**src/rtl/jsilicon_uart_pkg.sv**
```systemverilog
// rtl/jsilicon_uart_pkg.sv - shared UART framing constants and FSM state encodings
//
// Purpose:
//   Common definitions for both ends of the UART link, so that TX and RX agree
//   on baud rate, data width and state numbering.
// Contents:
//   UART_CLKS_PER_BIT : default clock cycles per bit (10 MHz / 115200)
//   UART_DATA_W       : data bits per frame
//   uart_state_e      : FSM states IDLE=0, START=1, DATA=2, PARITY=3, STOP=4
//   even_parity()     : even-parity bit for a data byte
// Ports: none (package).

package jsilicon_uart_pkg;

  localparam int UART_CLKS_PER_BIT = 87;
  localparam int UART_DATA_W       = 8;

  typedef enum logic [2:0] {
    ST_IDLE   = 3'd0,
    ST_START  = 3'd1,
    ST_DATA   = 3'd2,
    ST_PARITY = 3'd3,
    ST_STOP   = 3'd4
  } uart_state_e;

  // Parity bit that makes the total count of ones (data + parity) even.
  function automatic logic even_parity(input logic [UART_DATA_W-1:0] d);
    return ^d;
  endfunction

endpackage

```
**src/rtl/uart_rx_if.sv**
```systemverilog
// rtl/uart_rx_if.sv - valid/ready byte handshake between uart_rx and its consumer
//
// Purpose:
//   Groups the received-byte handshake of the UART receiver.
// Signals:
//   rx_data  : received byte, meaningful while rx_valid is high
//   rx_valid : holding register full
//   rx_ready : consumer accepts the byte (handshake on rx_valid & rx_ready)
// Modports:
//   master : receiver side (drives rx_data / rx_valid, samples rx_ready)
//   slave  : consumer side

interface uart_rx_if;
  import jsilicon_uart_pkg::*;

  logic [UART_DATA_W-1:0] rx_data;
  logic                   rx_valid;
  logic                   rx_ready;

  modport master (
    output rx_data,
    output rx_valid,
    input  rx_ready
  );

  modport slave (
    input  rx_data,
    input  rx_valid,
    output rx_ready
  );

endinterface

```
**src/rtl/uart_rx_sync.sv**
```systemverilog
// rtl/uart_rx_sync.sv - two-flop synchronizer and falling-edge detector for the rx line
//
// Purpose:
//   Brings the asynchronous serial line into the clock domain and flags the
//   high-to-low transitions that may mark a start bit.
// Ports:
//   clock  : system clock
//   reset  : asynchronous active-high reset; all flops reset to 1 (line idle)
//   i_rx   : raw asynchronous serial input
//   o_rx_s : synchronized line level
//   o_fall : high for one cycle after rx_s goes from 1 to 0

module uart_rx_sync (
  input  logic clock,
  input  logic reset,
  input  logic i_rx,
  output logic o_rx_s,
  output logic o_fall
);

  logic r_meta;
  logic r_sync;
  logic r_prev;

  // Resetting to 1 matches the idle line, so leaving reset never fakes an edge.
  always_ff @(posedge clock or posedge reset) begin
    if (reset) begin
      r_meta <= 1'b1;
      r_sync <= 1'b1;
      r_prev <= 1'b1;
    end else begin
      r_meta <= i_rx;
      r_sync <= r_meta;
      r_prev <= r_sync;
    end
  end

  assign o_rx_s = r_sync;
  assign o_fall = r_prev & ~r_sync;

endmodule

```
**src/rtl/uart_rx.sv**
```systemverilog
// rtl/uart_rx.sv - UART receiver (8N1, or 8E1 with UART_RX_PARITY_EN) with holding register
//
// Purpose:
//   Recovers bytes from an asynchronous serial line, checks framing (and
//   optionally even parity), and hands good bytes to a consumer through a
//   one-entry holding register with a valid/ready handshake.
// Configuration macro:
//   UART_RX_PARITY_EN : defined -> 8E1 frame with PARITY state and live parity_err
//                       undefined -> 8N1 frame, parity_err tied to 0
// Parameters:
//   CLKS_PER_BIT : clock cycles per bit (>= 4)
//   HALF_BIT     : counter terminal value for the start-bit mid sample
// Ports:
//   clock      : system clock
//   reset      : asynchronous active-high reset
//   ena        : receive enable; low aborts any frame in progress
//   rx         : raw serial line (idles high)
//   rx_if      : byte handshake (rx_data / rx_valid out, rx_ready in)
//   busy       : high whenever the FSM is not in IDLE
//   frame_err  : one-cycle pulse, stop bit sampled low
//   parity_err : one-cycle pulse, parity mismatch
//   overrun    : one-cycle pulse, good byte dropped because holding register full

module uart_rx
  import jsilicon_uart_pkg::*;
#(
  parameter int CLKS_PER_BIT = UART_CLKS_PER_BIT,
  parameter int HALF_BIT     = CLKS_PER_BIT / 2
) (
  input  logic      clock,
  input  logic      reset,
  input  logic      ena,
  input  logic      rx,
  uart_rx_if.master rx_if,
  output logic      busy,
  output logic      frame_err,
  output logic      parity_err,
  output logic      overrun
);

  localparam int            CW          = $clog2(CLKS_PER_BIT);
  localparam logic [CW-1:0] LP_BIT_LAST = CW'(CLKS_PER_BIT - 1);
  localparam logic [CW-1:0] LP_HALF     = CW'(HALF_BIT);
  localparam logic [CW-1:0] LP_CNT_ONE  = CW'(1);

  logic w_rx_s;
  logic w_fall;

  uart_rx_sync u_sync (
    .clock  (clock),
    .reset  (reset),
    .i_rx   (rx),
    .o_rx_s (w_rx_s),
    .o_fall (w_fall)
  );

  uart_state_e            r_state,  w_state_nxt;
  logic [CW-1:0]          r_cnt,    w_cnt_nxt;
  logic [2:0]             r_idx,    w_idx_nxt;
  logic [UART_DATA_W-1:0] r_shift,  w_shift_nxt;
  logic [UART_DATA_W-1:0] r_data,   w_data_nxt;
  logic                   r_valid,  w_valid_nxt;
  logic                   r_busy,   w_busy_nxt;
  logic                   r_ferr,   w_ferr_nxt;
  logic                   r_ovr,    w_ovr_nxt;
`ifdef UART_RX_PARITY_EN
  logic                   r_par_bad, w_par_bad_nxt;
  logic                   r_perr,    w_perr_nxt;
`endif

  logic w_hs;
  logic w_bit_done;
  logic w_deliver;

  assign w_hs       = r_valid & rx_if.rx_ready;
  assign w_bit_done = (r_cnt == LP_BIT_LAST);

  always_ff @(posedge clock or posedge reset) begin
    if (reset) begin
      r_state   <= ST_IDLE;
      r_cnt     <= '0;
      r_idx     <= '0;
      r_shift   <= '0;
      r_data    <= '0;
      r_valid   <= 1'b0;
      r_busy    <= 1'b0;
      r_ferr    <= 1'b0;
      r_ovr     <= 1'b0;
`ifdef UART_RX_PARITY_EN
      r_par_bad <= 1'b0;
      r_perr    <= 1'b0;
`endif
    end else begin
      r_state   <= w_state_nxt;
      r_cnt     <= w_cnt_nxt;
      r_idx     <= w_idx_nxt;
      r_shift   <= w_shift_nxt;
      r_data    <= w_data_nxt;
      r_valid   <= w_valid_nxt;
      r_busy    <= w_busy_nxt;
      r_ferr    <= w_ferr_nxt;
      r_ovr     <= w_ovr_nxt;
`ifdef UART_RX_PARITY_EN
      r_par_bad <= w_par_bad_nxt;
      r_perr    <= w_perr_nxt;
`endif
    end
  end

  always_comb begin
    w_state_nxt   = r_state;
    w_cnt_nxt     = r_cnt;
    w_idx_nxt     = r_idx;
    w_shift_nxt   = r_shift;
    w_data_nxt    = r_data;
    w_valid_nxt   = r_valid & ~w_hs;
    w_ferr_nxt    = 1'b0;
    w_ovr_nxt     = 1'b0;
    w_deliver     = 1'b0;
`ifdef UART_RX_PARITY_EN
    w_par_bad_nxt = r_par_bad;
    w_perr_nxt    = 1'b0;
`endif

    if (!ena) begin
      // Abort silently; the holding register keeps serving the consumer.
      w_state_nxt = ST_IDLE;
      w_cnt_nxt   = '0;
      w_idx_nxt   = '0;
    end else begin
      unique case (r_state)
        ST_IDLE: begin
          // Only a fresh high-to-low edge starts a frame, so a line stuck
          // low after a framing error cannot retrigger.
          if (w_fall) begin
            w_state_nxt = ST_START;
            w_cnt_nxt   = '0;
          end
        end

        ST_START: begin
          if (r_cnt == LP_HALF) begin
            w_cnt_nxt   = '0;
            w_idx_nxt   = '0;
            // Line back high at mid start bit: treat as a glitch, no error.
            w_state_nxt = w_rx_s ? ST_IDLE : ST_DATA;
          end else begin
            w_cnt_nxt = r_cnt + LP_CNT_ONE;
          end
        end

        ST_DATA: begin
          if (w_bit_done) begin
            w_cnt_nxt   = '0;
            w_shift_nxt = {w_rx_s, r_shift[UART_DATA_W-1:1]};
            if (r_idx == 3'd7) begin
              w_idx_nxt = '0;
`ifdef UART_RX_PARITY_EN
              w_state_nxt = ST_PARITY;
`else
              w_state_nxt = ST_STOP;
`endif
            end else begin
              w_idx_nxt = r_idx + 3'd1;
            end
          end else begin
            w_cnt_nxt = r_cnt + LP_CNT_ONE;
          end
        end

`ifdef UART_RX_PARITY_EN
        ST_PARITY: begin
          if (w_bit_done) begin
            w_cnt_nxt     = '0;
            w_par_bad_nxt = (w_rx_s != even_parity(r_shift));
            w_state_nxt   = ST_STOP;
          end else begin
            w_cnt_nxt = r_cnt + LP_CNT_ONE;
          end
        end
`endif

        ST_STOP: begin
          if (w_bit_done) begin
            // Returning to IDLE at mid stop bit leaves half a bit of slack
            // for the next start edge.
            w_cnt_nxt   = '0;
            w_state_nxt = ST_IDLE;
            if (!w_rx_s) begin
              w_ferr_nxt = 1'b1;
`ifdef UART_RX_PARITY_EN
            end else if (r_par_bad) begin
              w_perr_nxt = 1'b1;
`endif
            end else begin
              w_deliver = 1'b1;
            end
          end else begin
            w_cnt_nxt = r_cnt + LP_CNT_ONE;
          end
        end

        default: begin
          w_state_nxt = ST_IDLE;
          w_cnt_nxt   = '0;
          w_idx_nxt   = '0;
        end
      endcase
    end

    // A same-cycle handshake frees the slot, so the new byte may replace the
    // one being consumed; otherwise a full register keeps its byte.
    if (w_deliver) begin
      if (!r_valid || w_hs) begin
        w_data_nxt  = r_shift;
        w_valid_nxt = 1'b1;
      end else begin
        w_ovr_nxt = 1'b1;
      end
    end

    w_busy_nxt = (w_state_nxt != ST_IDLE);
  end

  assign rx_if.rx_data  = r_data;
  assign rx_if.rx_valid = r_valid;
  assign busy           = r_busy;
  assign frame_err      = r_ferr;
  assign overrun        = r_ovr;
`ifdef UART_RX_PARITY_EN
  assign parity_err     = r_perr;
`else
  assign parity_err     = 1'b0;
`endif

endmodule

```
**src/flat_wrapper.sv**
```systemverilog
// flat-port wrapper written by rule: the top's interface ports become plain ports
module uart_rx_flat import jsilicon_uart_pkg::*;
#(
  parameter int CLKS_PER_BIT = UART_CLKS_PER_BIT,
  parameter int HALF_BIT     = CLKS_PER_BIT / 2
)
  (clock, reset, ena, rx, busy, frame_err, parity_err, overrun, rx_if_rx_data, rx_if_rx_valid, rx_if_rx_ready);
  uart_rx_if rx_if_i ();
  input  logic clock;
  input  logic reset;
  input  logic ena;
  input  logic rx;
  output logic busy;
  output logic frame_err;
  output logic parity_err;
  output logic overrun;
  output wire logic [$bits(rx_if_i.rx_data)-1:0] rx_if_rx_data;
  output wire logic [$bits(rx_if_i.rx_valid)-1:0] rx_if_rx_valid;
  input wire logic [$bits(rx_if_i.rx_ready)-1:0] rx_if_rx_ready;
  assign rx_if_rx_data = rx_if_i.rx_data;
  assign rx_if_rx_valid = rx_if_i.rx_valid;
  assign rx_if_i.rx_ready = rx_if_rx_ready;
  uart_rx #(.CLKS_PER_BIT(CLKS_PER_BIT), .HALF_BIT(HALF_BIT)) u_core (.clock(clock), .reset(reset), .ena(ena), .rx(rx), .rx_if(rx_if_i), .busy(busy), .frame_err(frame_err), .parity_err(parity_err), .overrun(overrun));
endmodule
```
**config.mk**
```make
export PLATFORM = sky130hd
export DESIGN_NAME = uart_rx_flat
export DESIGN_NICKNAME = d
export VERILOG_FILES = /design/src/rtl/jsilicon_uart_pkg.sv /design/src/rtl/uart_rx_if.sv /design/src/rtl/uart_rx_sync.sv /design/src/rtl/uart_rx.sv /design/src/flat_wrapper.sv
export SDC_FILE = /design/constraint.sdc
export NUM_CORES = 1
export LEC_CHECK = 0
export ABC_AREA = 0
export CAP_MARGIN = 20
export CORE_ASPECT_RATIO = 0.6
export CORE_UTILIZATION = 30
export CTS_CLUSTER_DIAMETER = 80
export DETAILED_ROUTE_END_ITERATION = 10
export GPL_TIMING_DRIVEN = 0
export PLACE_DENSITY = 0.47
export SLEW_MARGIN = 20
export SYNTH_ARGS = -nofsm -noshare
export SYNTH_HDL_FRONTEND = slang
export SYNTH_SLANG_ARGS = --single-unit
```
**constraint.sdc**
```tcl
create_clock -name clock -period 4.4 [get_ports clock]
set_clock_uncertainty 0.2 [all_clocks]
set_input_delay 0.66 -clock clock [delete_from_list [all_inputs] [get_ports clock]]
set_output_delay 0.66 -clock clock [all_outputs]
set_load 0.005 [all_outputs]
```
After elaboration in Yosys (flattened, before gate mapping)
Cells that the tools add are included.
Widths: inputs -> output; s select.
{ "op_classes": {"n_addsub": 2, "n_mul": 0, "div_mod_pow": 0, "magnitude_cmp": 0, "eq_ne": 10, "shifts": 0, "n_mux": 30, "n_bitwise": 5, "reduce_logical": 9} }
{ "ops": {"columns": ["cell", "count"], "rows": [
  ["$mux 3", 10],
  ["$mux 7", 4],
  ["$pmux 7 s3", 1],
  ["$mux 1", 12],
  ["$pmux 3 s4", 1],
  ["$pmux 3 s3", 1],
  ["$add 7x1->7 const B", 1],
  ["$eq 7x6->1 const B", 1],
  ["$eq 7x7->1 const B", 1],
  ["$eq 3x3->1 const B", 2],
  ["$ne 3x2->1 const B", 2],
  ["$reduce_and 3->1", 2],
  ["$reduce_or 2->1", 2],
  ["$add 3x1->3 const B", 1],
  ["$and 1x1->1", 3],
  ["$eq 3x1->1 const B", 1],
  ["$eq 3x2->1 const B", 1],
  ["$logic_not 3->1", 1],
  ["$ne 3x3->1 const B", 1],
  ["$reduce_bool 3->1", 1],
  ["$mux 2", 1],
  ["$ne 2x2->1 const B", 1],
  ["$not 1->1", 2],
  ["$reduce_and 2->1", 1],
  ["2 further kinds", 2]
]} }
{ "word_totals": {"reg_bits": 36, "latchBits": 0, "ramBits": 0, "mem_bits_ro": 0, "out_inout_bits": 13, "word_cells": 68, "memories": 0} }

Longest topological paths before layout
Gate-level depths: netlist of run 1.
{ "depth": {"ltp_word": 6, "mapped_depth": 7, "mapped_depth_nobuf": 6} }

By module
A second synthesis of run 1 with hierarchy kept.
{ "hier_totals": {"cells_unflattened": 144, "hier_area_um2": 1795.5} }
{ "modules_own_cells": {"columns": ["mod", "n_inst", "cells_per_inst", "area_each_um2"], "rows": [
  ["uart_rx", 1, 139, 1699.1],
  ["uart_rx_sync", 1, 5, 96.3]
]} }

Least setup slack after synthesis of run 1
No wires, ideal clock.
{ "synth_timing": {"path_type": "flip-flop to flip-flop", "startpoint": "register u_core.r_cnt[0]", "endpoint": "register u_core.r_data[0] (netlist: u_core.rx_if.rx_data[0])", "setup_ns": 0.125, "arrival_ns": 1.611, "required_ns": 4.075, "setup_slack_ns": 2.464, "stages_incl_launch_ff": 8, "path_buffers": 1, "cell_sequence": "dfrtp_1 -> inv_1 -> ha_1 -> and2_0 -> buf_2 -> nand4_4 -> nor2_8 -> mux2_4"} }
{ "synth_via": {"elab_chain_cells": 5} }
{ "synth_lines": {"columns": ["item", "line", "text"], "rows": [
  ["from (decl)", "uart_rx.sv:58", "logic [CW-1:0] r_cnt, w_cnt_nxt;"],
  ["from (signal assigned)", "uart_rx.sv:95", "r_cnt <= w_cnt_nxt;"],
  ["$eq 7x7->1", "uart_rx.sv:76", "assign w_bit_done = (r_cnt == LP_BIT_LAST);"],
  ["$mux 1", "uart_rx.sv:184", "if (w_bit_done) begin"],
  ["$mux 1", "uart_rx.sv:131", "unique case (r_state)"],
  ["$mux 1", "uart_rx.sv:125", "if (!ena) begin"],
  ["$reduce_and 2->1 (no source line)", null, null],
  ["to (signal assigned)", "uart_rx.sv:98", "r_data <= w_data_nxt;"],
  ["to (decl)", "uart_rx.sv:61", "logic [UART_DATA_W-1:0] r_data, w_data_nxt;"]
]} }
Every way passes these cells.
A chain may end at the register's enable or synchronous reset.

Final worst setup path of run 1
{ "layout_timing": {"startpoint": "input ena", "endpoint": "register u_core.r_shift[7]"} }
{ "layout_via": {"elab_chain_cells": 1} }
{ "layout_lines": {"columns": ["item", "line", "text"], "rows": [
  ["from (decl)", "flat_wrapper.sv:11", "input logic ena;"],
  ["$reduce_and 3->1 (no source line)", null, null],
  ["to (signal assigned)", "uart_rx.sv:97", "r_shift <= w_shift_nxt;"],
  ["to (decl)", "uart_rx.sv:60", "logic [UART_DATA_W-1:0] r_shift, w_shift_nxt;"]
]} }
Every way passes these cells.

==> impl_results.md, run 1 <==
- Status: complete, no violations
- CP Class: input port to register
- Seq/Total Area, Yosys: 48.33%
- Post-DP HPWL: 2.607 mm
- Count of final hold-check violations: 0
- Post-route setup slack: 1.990 ns
- Ant diodes: 0
- CP endpoint kind: register
- DIE AREA: 6570 um^2
- Area Overhead vs Synth: 19.85%
- Post-synthesis async set-or-reset flop share: 100.0%
- IO Port Bufs: 16
- Netlist cell types: 51
- Normalized max-slew margin: 50.02%
- Mapped Area: 1872 um^2
- Min-delay worst type: register to register
- Total GRT Usage: 12.60%
- Clock Latency Late Sink: 0.29 ns
- CP max-delay cell: clkdlybuf4s50_1
- CTS tree: done
- Yosys warning count: 0
- Total gr overflow: 0
- Startpoint Class: input port
- Number of synthesized flops with an enable pin: 0
- Horiz. Die Dim: 104.0 um
- Initial Utilization: 32.38%
- DIE HEIGHT: 63.19 um
- Post-DR vias/cell: 4.895
- Worst Hold Launch: u_core.u_sync.r_meta
- Post_cts resized: 0
- Mean post-synth cell area: 12.15 um^2
- Drt first pass iters: 4
- WL final: 3.673 mm
- Worst Hold End: u_core.u_sync.o_rx_s
- # IOs: 18
- Leading area contributor after synthesis: dfrtp_1
- Max Cap Viol: 0
- Initial antenna violation count: 0
- Core Rows: 21
- Internal reg-to-reg setup slack: 2.22 ns
- Minimum clock period: 2.410 ns
- Util after Layout: 38.81%
- Clock Root Buffer: clkbuf_8
- Iter 0 DRT Violations: 40
- CTS Hold Bufs: 0
- Pin count of the biggest net entering global routing: 37
- Post-synthesis register bit count: 36
- # DRC: 0
- Unrepaired setup endpoints after global routing: no
- Placed Cells: 250
- Slew Limit Fails: 0
- Worst EP required: 4.38 ns
- Crit path cell chain: clkdlybuf4s50_1 > clkbuf_1 > nand4_4 > mux2_1
- FF-to-FF End: u_core.r_cnt[3]
- H-tree depth: 2
- CP arrival: 2.39 ns
- Setup TNS: 0 ns
- Clock transition at the registers of the reported paths: 0.08 ns
- Core area: 5781 um^2
- Multi-input logic area: 899.6 um^2
- Register Area: 904.6 um^2
- Ys flop type: dfrtp_1
- Worst path max stage delay: 0.55 ns
- Worst reg2reg path depth: 7
- Final setup fails: 0
- Fmax: 0.4149 GHz
- Pwr Density: 296.7 nW/um^2
- Vias in the first global route: 1267
- Post-synthesis cell count: 154
- Syn_nets: 163
- VDD IR-drop max: 0.0001453 V
- Finished Layout Cells: 258
- Nets: 186
- Place WS: 1.666 ns
- CP max FO: 10
- TritonCTS Buffers: 5
- Reg-to-Reg Start: u_core.r_cnt[0]
- P_leak: 0.9928 nW
- Dominant cells by area after synthesis: dfrtp_1, mux2_4, mux2_1, dfstp_2, nand2_1
- DR vias: 1263
- Gp weighted congestion: 0.8733
- Hold path depth: 0
- Global-route wire length before repair: 6.499 mm
- Final ANT Viol Nets: 0
- Worst-Margin Slew: 0.7486 ns
- Ratio of final minimum period to clock period: 54.78%
- Filler cell count: 555
- Top-area cell type share of the netlist area: 44.12%
- WL per Instance: 14.24 um
- Share of layout cells above drive strength 1: 23.60%
- CTS sink cnt: 36
- Pwr Total: 0.0006656 W
- Max clock buf depth: 2
- Postcts setup bufs: 0
==> placed cells by master, fill, tap and decap left out, types with 5 or more instances in the layout <==
cell,count
buf_2,5
clkbuf_8,5
clkdlybuf4s50_1,16
dfrtp_1,33
mux2_1,8
mux2_4,8
nand2_1,15
nand3_1,5
nor2_1,7
o21ai_1,5
==> cells by family after synthesis <==
group	Yosys count	share of synthesized area [%]
xor+xnor	1	0.4680
flops	36	48.33
fa+ha+maj	4	2.674
other cells	1	0.2003
simple gates	54	21.12
compound gates	31	12.37
buf+inv	11	3.609
mux	16	11.23
==> report_power, final <==
group	total, W	switching (W)	internal [W]	leakage [nW]
Combinational	0.0000344	0.0000215	0.0000129	0.448
Clock	0.000293	0.000125	0.000168	0.0541
Sequential	0.000339	0.00000339	0.000335	0.491
Total	0.000666	0.000150	0.000516	0.993
==> worst max-delay path: cells and delay by family <==
family / cells / cell delay (ns)
buf+inv: 2 / 1.02
mux: 1 / 0.39
simple gates: 1 / 0.32
==> state kept, by name, summed over array words and instances (netlist names) <==
name                   cells
u_core.u_sync.r_meta       1
u_core.rx_if.rx_valid      1
u_core.rx_if.rx_data       8
u_core.overrun             1
u_core.r_shift             8
u_core.r_cnt               7
u_core.r_idx               3
u_core.u_sync.o_rx_s       1
u_core.r_state             3
u_core.busy                1
u_core.frame_err           1
u_core.u_sync.r_prev       1
==> synth_stat cells (2+ instances only) <==
cell type / instances
ha_1: 4
nand2b_1: 2
dfstp_2: 3
o221ai_1: 3
nand4_4: 2
o21ai_1: 5
o21ai_0: 4
mux2_4: 8
mux2_1: 8
nor3_1: 4
nor2_1: 7
nand4_1: 2
nand3_1: 5
nor3b_2: 2
o211ai_1: 2
a21oi_1: 4
o21a_1: 3
dfrtp_1: 33
buf_2: 5
nand2_1: 15
inv_1: 3
==> layout make-up <==
class                           count  share of cell area, %
Buffer                              8                  2.510
Clock buffer                        5                  3.067
Clock inverter                      3                  1.896
Inverter                            3                 0.5020
Multi-Input combinational cell    107                  40.10
Sequential cell                    36                  40.32
Tap cell                           80                  4.462
Timing Repair Buffer               16                  7.139
==> routing by layer <==
metal	part of all wire [%]	track usage [%]	up-vias
li1	-	-	611
met1	53	18.12	616
met2	40	18.00	32
met3	5.7	3.520	4
met4	0.93	4.286	0
met5	0	0	-
==> stage by stage <==
stage | area (um^2) | hold slack [ns]
final | 2243 | 0.1610
after global routing | 2243 | 0.1760
after CTS | 2243 | 0.1632
after detailed placement | 2132 | 0.1468
after global placement | 2132 | 0.1462
after floorplan | 1872 | 0.1452
==> how the worst max path moves through the flow <==
stage / from / endpoint / slack (ns) / depth (start not counted)
6_report: ena / u_core.r_shift[7] / 1.99 / 4
5_1_grt: ena / u_core.r_shift[5] / 1.89 / 4
4_1_cts: ena / u_core.r_shift[3] / 1.98 / 4
3_5_place_dp: ena / u_core.r_shift[3] / 1.67 / 4
3_3_place_gp: ena / u_core.r_shift[6] / 1.66 / 4
2_1_floorplan: u_core.r_cnt[0] / u_core.rx_if.rx_data[0] / 2.46 / 7
(Power assumes the default switching activity.)
==> run 2: changes to the inputs <==
PLACE_DENSITY = 0.49   (was 0.47)
clock period = 2.15 ns   (was 4.4 ns; I/O delays follow)
==> run 2 against run 1 <==
Effect of this change: cell count unchanged; first-iteration DRC count grew 30%; routed wire length shrank 1.8%; count of clock-buffer cells in the layout is 1 higher; cell area is 0.50% higher; highest routed layer unchanged; clock power is 98% higher; via count decreased by 1.3%; non-clock buffer count is the same; die area unchanged; worst setup slack worse by 1.9 ns; flip-flop and latch count unchanged.
==> impl_results.md, run 2 (same netlist as run 1, synthesis figures left out) <==
- Post-DP HPWL: 2.527 mm
- Pin count of the biggest net entering global routing: 37
- Nets: 186
- # DRC: 0
- Gp weighted congestion: 0.8222
- Clock transition at the registers of the reported paths: 0.07 ns
- CP endpoint kind: register
- IO Port Bufs: 16
- Ant diodes: 0
- Crit path cell chain: inv_1 > ha_2 > and2_0 > buf_4 > nand4_4 > nor2_8 > mux2_4
- WP buf/inv: 2
- Post-route cell area: 2255 um^2
- Pwr Density: 595.7 nW/um^2
- Final setup fails: 0
- Vias in the first global route: 1176
- DIE AREA: 6570 um^2
- Post-DR vias/cell: 4.829
- CTS tree: done
- DR vias: 1246
- Total GRT Usage: 12.40%
- TritonCTS Buffers: 5
- DIE HEIGHT: 63.19 um
- Commonest non-fill, non-tap cells in the layout: dfrtp_1, clkdlybuf4s50_1, nand2_1
- CP arrival: 2.02 ns
- Total gr overflow: 0
- Top delay family on crit path: simple AND/OR/NAND/NOR gates
- Final ANT Viol Nets: 0
- Postcts setup bufs: 0
- CP Class: register to register
- CTS Hold Bufs: 0
- Core area: 5781 um^2
- Ratio of final minimum period to clock period: 95.54%
- Commonest non-fill, non-tap cell in the layout: dfrtp_1
- Clock Latency Late Sink: 0.28 ns
- CP max-delay cell: dfrtp_2
- Post_cts resized: 0
- Worst EP required: 2.12 ns
- Slew Limit Fails: 0
- Max clock buf depth: 2
- # IOs: 18
- Count of final hold-check violations: 0
- Startpoint Class: register
- Horiz. Die Dim: 104.0 um
- WL per Instance: 13.98 um
- Core Rows: 21
- Area post-placement: 2132 um^2
- P_leak: 0.9948 nW
- Area Overhead vs Synth: 20.45%
- Min-delay worst type: register to register
- Normalized max-slew margin: 50.27%
- Pwr Total: 0.001343 W
- Minimum clock period: 2.054 ns
- Clock Root Buffer: clkbuf_8
- CP max FO: 8
- Initial Utilization: 32.38%
- Share of layout cells above drive strength 1: 24.72%
- Worst-Margin Slew: 0.7448 ns
- Drt first pass iters: 4
- WL final: 3.606 mm
- Status: complete, no violations
- Iter 0 DRT Violations: 52
- Worst path max stage delay: 0.44 ns
- Max Cap Viol: 0
- VDD IR-drop max: 0.0002688 V
- H-tree depth: 2
- Fmax: 0.4868 GHz
- CTS sink cnt: 36
- Initial antenna violation count: 0
- Global-route wire length before repair: 6.203 mm
==> run 2: changes by cell type in the layout (fill, tap and decap cells not counted), sizes merged <==
cell / delta
clkbuf: +1
clkinvlp: -1
==> run 2: layer usage <==
layer  global-route usage (%)  vias to the layer above  share of wire (%)
met4                    6.429                        0                1.8
met5                        0                        -                  0
met3                    3.313                        4                3.4
li1                         -                      608                  -
met2                    15.58                       33                 40
met1                    18.81                      601                 55
==> run 2: final timing paths <==
path / start / end / slack (ns) / cells after the start
max in group asynchronous: reset / u_core.r_cnt[0] / 0.93 / 2
max reg2reg: u_core.r_cnt[0] / u_core.rx_if.rx_data[3] / 0.1 / 7
min: u_core.u_sync.r_meta / u_core.u_sync.o_rx_s / 0.16 / 0
min reg2reg: u_core.u_sync.r_meta / u_core.u_sync.o_rx_s / 0.16 / 0
max: u_core.r_cnt[0] / u_core.rx_if.rx_data[3] / 0.1 / 7
min in group asynchronous: reset / u_core.frame_err / 0.29 / 2
==> run 2: stage by stage <==
stage	hold slack, ns	setup TNS (ns)	util [%]	setup WS (ns)	std cells
6_report	0.1600	0	39.00	0.09595	258
5_1_grt	0.1637	-0.006487	39.00	-0.002949	258
4_1_cts	0.1631	0	38.74	0.002928	258
3_5_place_dp	0.1484	-2.374	36.88	-0.2759	250
3_3_place_gp	0.1462	-2.204	36.88	-0.2458	250
2_1_floorplan	0.1270	0	-	0.2135	154
==> run 2: worst register-to-register path: cells and delay by family, from the launching register on <==
family,cells,cell delay [ns]
and+or+nand+nor,3,0.52
DFF,1,0.44
muxes,1,0.33
buffers and inverters,2,0.23
adders and majority gates,1,0.22
==> run 2: where the power goes <==
| group | leakage [nW] | switching [W] | internal [W] |
|---|---|---|---|
| clock network | 0.0552 | 0.000235 | 0.000344 |
| logic | 0.451 | 0.0000443 | 0.0000268 |
| registers | 0.489 | 0.00000664 | 0.000687 |
| total | 0.995 | 0.000286 | 0.00106 |
==> run 2: layout make-up <==
cell class | instances | area (um^2)
Fill cell | 554 | 3526
Multi-Input combinational cell | 107 | 909.6
Sequential cell | 36 | 905.9
Timing Repair Buffer | 16 | 160.2
Tap cell | 80 | 100.1
Clock buffer | 6 | 72.57
Buffer | 8 | 60.06
Clock inverter | 2 | 35.03
Inverter | 3 | 11.26
==> run 3: changes to the inputs <==
CTS_CLUSTER_SIZE = 30   (was default)
SETUP_SLACK_MARGIN = 0.05   (was default)
==> run 3 against run 2 <==
Effect of this change: count of clock-buffer cells in the layout unchanged; maximum frequency up 1.8%; hold slack got worse by 0.00076 ns; sequential power about the same; core utilization increased by 0.17 points; non-clock buffer count up 1; first-iteration DRC count unchanged; routed wire length up 0.42%; power rose by 0.35%; global-route usage up 0.068 points; cell area is 0.44% higher; critical path type unchanged; critical endpoint is now u_core.r_cnt[3].
==> impl_results.md, run 3 (same netlist as run 1, synthesis figures left out) <==
- Slew Limit Fails: 0
- Place WS: -0.2759 ns
- Sw frac: 21.38%
- Pwr Density: 595.1 nW/um^2
- IO Port Bufs: 16
- Post-DP HPWL: 2.527 mm
- Pin count of the biggest net entering global routing: 37
- Initial antenna violation count: 0
- Worst EP required: 2.15 ns
- CP startpoint: u_core.r_cnt[1]
- WL final: 3.621 mm
- Post-DR vias/cell: 4.776
- DIE HEIGHT: 63.19 um
- Share of layout cells above drive strength 1: 25.14%
- Gp weighted congestion: 0.8222
- CP max-delay cell: dfrtp_1
- CTS Hold Bufs: 0
- DIE AREA: 6570 um^2
- Initial Utilization: 32.38%
- Commonest non-fill, non-tap cells in the layout: dfrtp_1, clkdlybuf4s50_1, nand2_1
- Pwr Total: 0.001348 W
- Total GRT Usage: 12.47%
- Nets: 187
- Clock Latency Late Sink: 0.28 ns
- Ratio of final minimum period to clock period: 93.89%
- Minimum clock period: 2.019 ns
- Final ANT Viol Nets: 0
- H-tree depth: 2
- CTS sink cnt: 36
- Core area: 5781 um^2
- Iter 0 DRT Violations: 52
- Total gr overflow: 0
- Area Overhead vs Synth: 20.99%
- Vias in the first global route: 1187
- Fmax: 0.4954 GHz
- Worst Hold Launch: u_core.u_sync.r_meta
- Count of final hold-check violations: 0
- Unrepaired setup endpoints after global routing: no
- Commonest non-fill, non-tap cell in the layout: dfrtp_1
- CP arrival: 2.02 ns
- Normalized max-slew margin: 50.38%
- Fin Hold WS: 0.1593 ns
- Global-route wire length before repair: 6.251 mm
- Pint: 0.001060 W
- Min-delay worst type: register to register
- Clock transition at the registers of the reported paths: 0.07 ns
- CP endpoint kind: register
- DR vias: 1237
- # DRC: 0
- Combinational power share: 5.6%
- Worst path max stage delay: 0.45 ns
- Multi-input logic area: 912.1 um^2
- P_leak: 1.000 nW
- Clock Root Buffer: clkbuf_8
- Core Rows: 21
- Filler cell count: 549
- Horiz. Die Dim: 104.0 um
- VDD IR-drop max: 0.0002686 V
- Post-route setup slack: 0.1314 ns
- Final setup fails: 0
- Sequential Power Share: 51.4%
- Max clock buf depth: 2
- CP max FO: 5
- Setup TNS: 0 ns
- # IOs: 18
- Status: complete, no violations
- Register Area: 905.9 um^2
- CP Class: register to register
- CTS tree: done
- Clock share of power: 43.0%
- Worst-Margin Slew: 0.7432 ns
- Reg-to-Reg Start: u_core.r_cnt[1]
- Startpoint Class: register
- Drt first pass iters: 4
- TritonCTS Buffers: 5
- Top delay family on crit path: compound AO/OA/AOI/OAI gates
- Crit path cell chain: ha_4 > and2_0 > clkbuf_4 > a211oi_2 > o21ai_2 > o211ai_1
- Ant diodes: 0
- Psw: 0.0002881 W
- WP buf/inv: 1
- WL per Instance: 13.98 um
- Max Cap Viol: 0
run 3: cell count changes in the layout (fill, tap and decap cells not counted), sizes merged:
cell,before,now
clkbuf,7,8
run 3: worst paths after layout:
kind / end / slack, ns / cells past startpoint
setup / recovery: u_core.r_cnt[3] / 0.13 / 6
hold / removal: u_core.u_sync.o_rx_s / 0.16 / 0
hold reg to reg: u_core.u_sync.o_rx_s / 0.16 / 0
setup reg to reg: u_core.r_cnt[3] / 0.13 / 6
min in group asynchronous: u_core.frame_err / 0.29 / 2
max in group asynchronous: u_core.r_cnt[0] / 0.93 / 2
run 3: power by group through the flow:
stage               clock network, W   logic, W  registers [W]
CTS                         0.000603  0.0000721       0.000693
floorplan                          0  0.0000476       0.000704
finish                      0.000580  0.0000756       0.000692
global route                0.000641  0.0000855       0.000693
detailed placement                 0  0.0000713       0.000706
global placement                   0  0.0000706       0.000706
run 3: metrics by stage:
| stage | cell area (um^2) | utilization [%] | cells |
|---|---|---|---|
| finish | 2265 | 39.18 | 259 |
| global route | 2265 | 39.18 | 259 |
| CTS | 2243 | 38.81 | 258 |
| detailed placement | 2132 | 36.88 | 250 |
| global placement | 2132 | 36.88 | 250 |
| floorplan | 1872 | - | 154 |
run 3: final cells by class:
class / instances / area share [%]
well taps: 80 / 4.420
inverters: 3 / 0.4972
flip-flops and latches: 36 / 40.00
clock inverters: 2 / 1.547
multi-input cells: 107 / 40.28
plain buffers: 8 / 2.652
clock buffers: 6 / 3.204
repair buffers: 17 / 7.403
run 3: per-layer routing:
layer  up-vias  wire [um]  part of all wire [%]  track usage, %
met5         -          0                     0               0
met2        21       1451                    40           15.58
met1       601       1980                    55           19.00
met4         0         67                   1.9           6.429
li1        611          -                     -               -
met3         4        121                   3.3           3.313
run 3: timing repair:
item,4_1_cts,5_1_grt
endpoints found under the setup margin,13,15
setup buffers,0,1
resized for setup,2,3
pin swaps,1,1
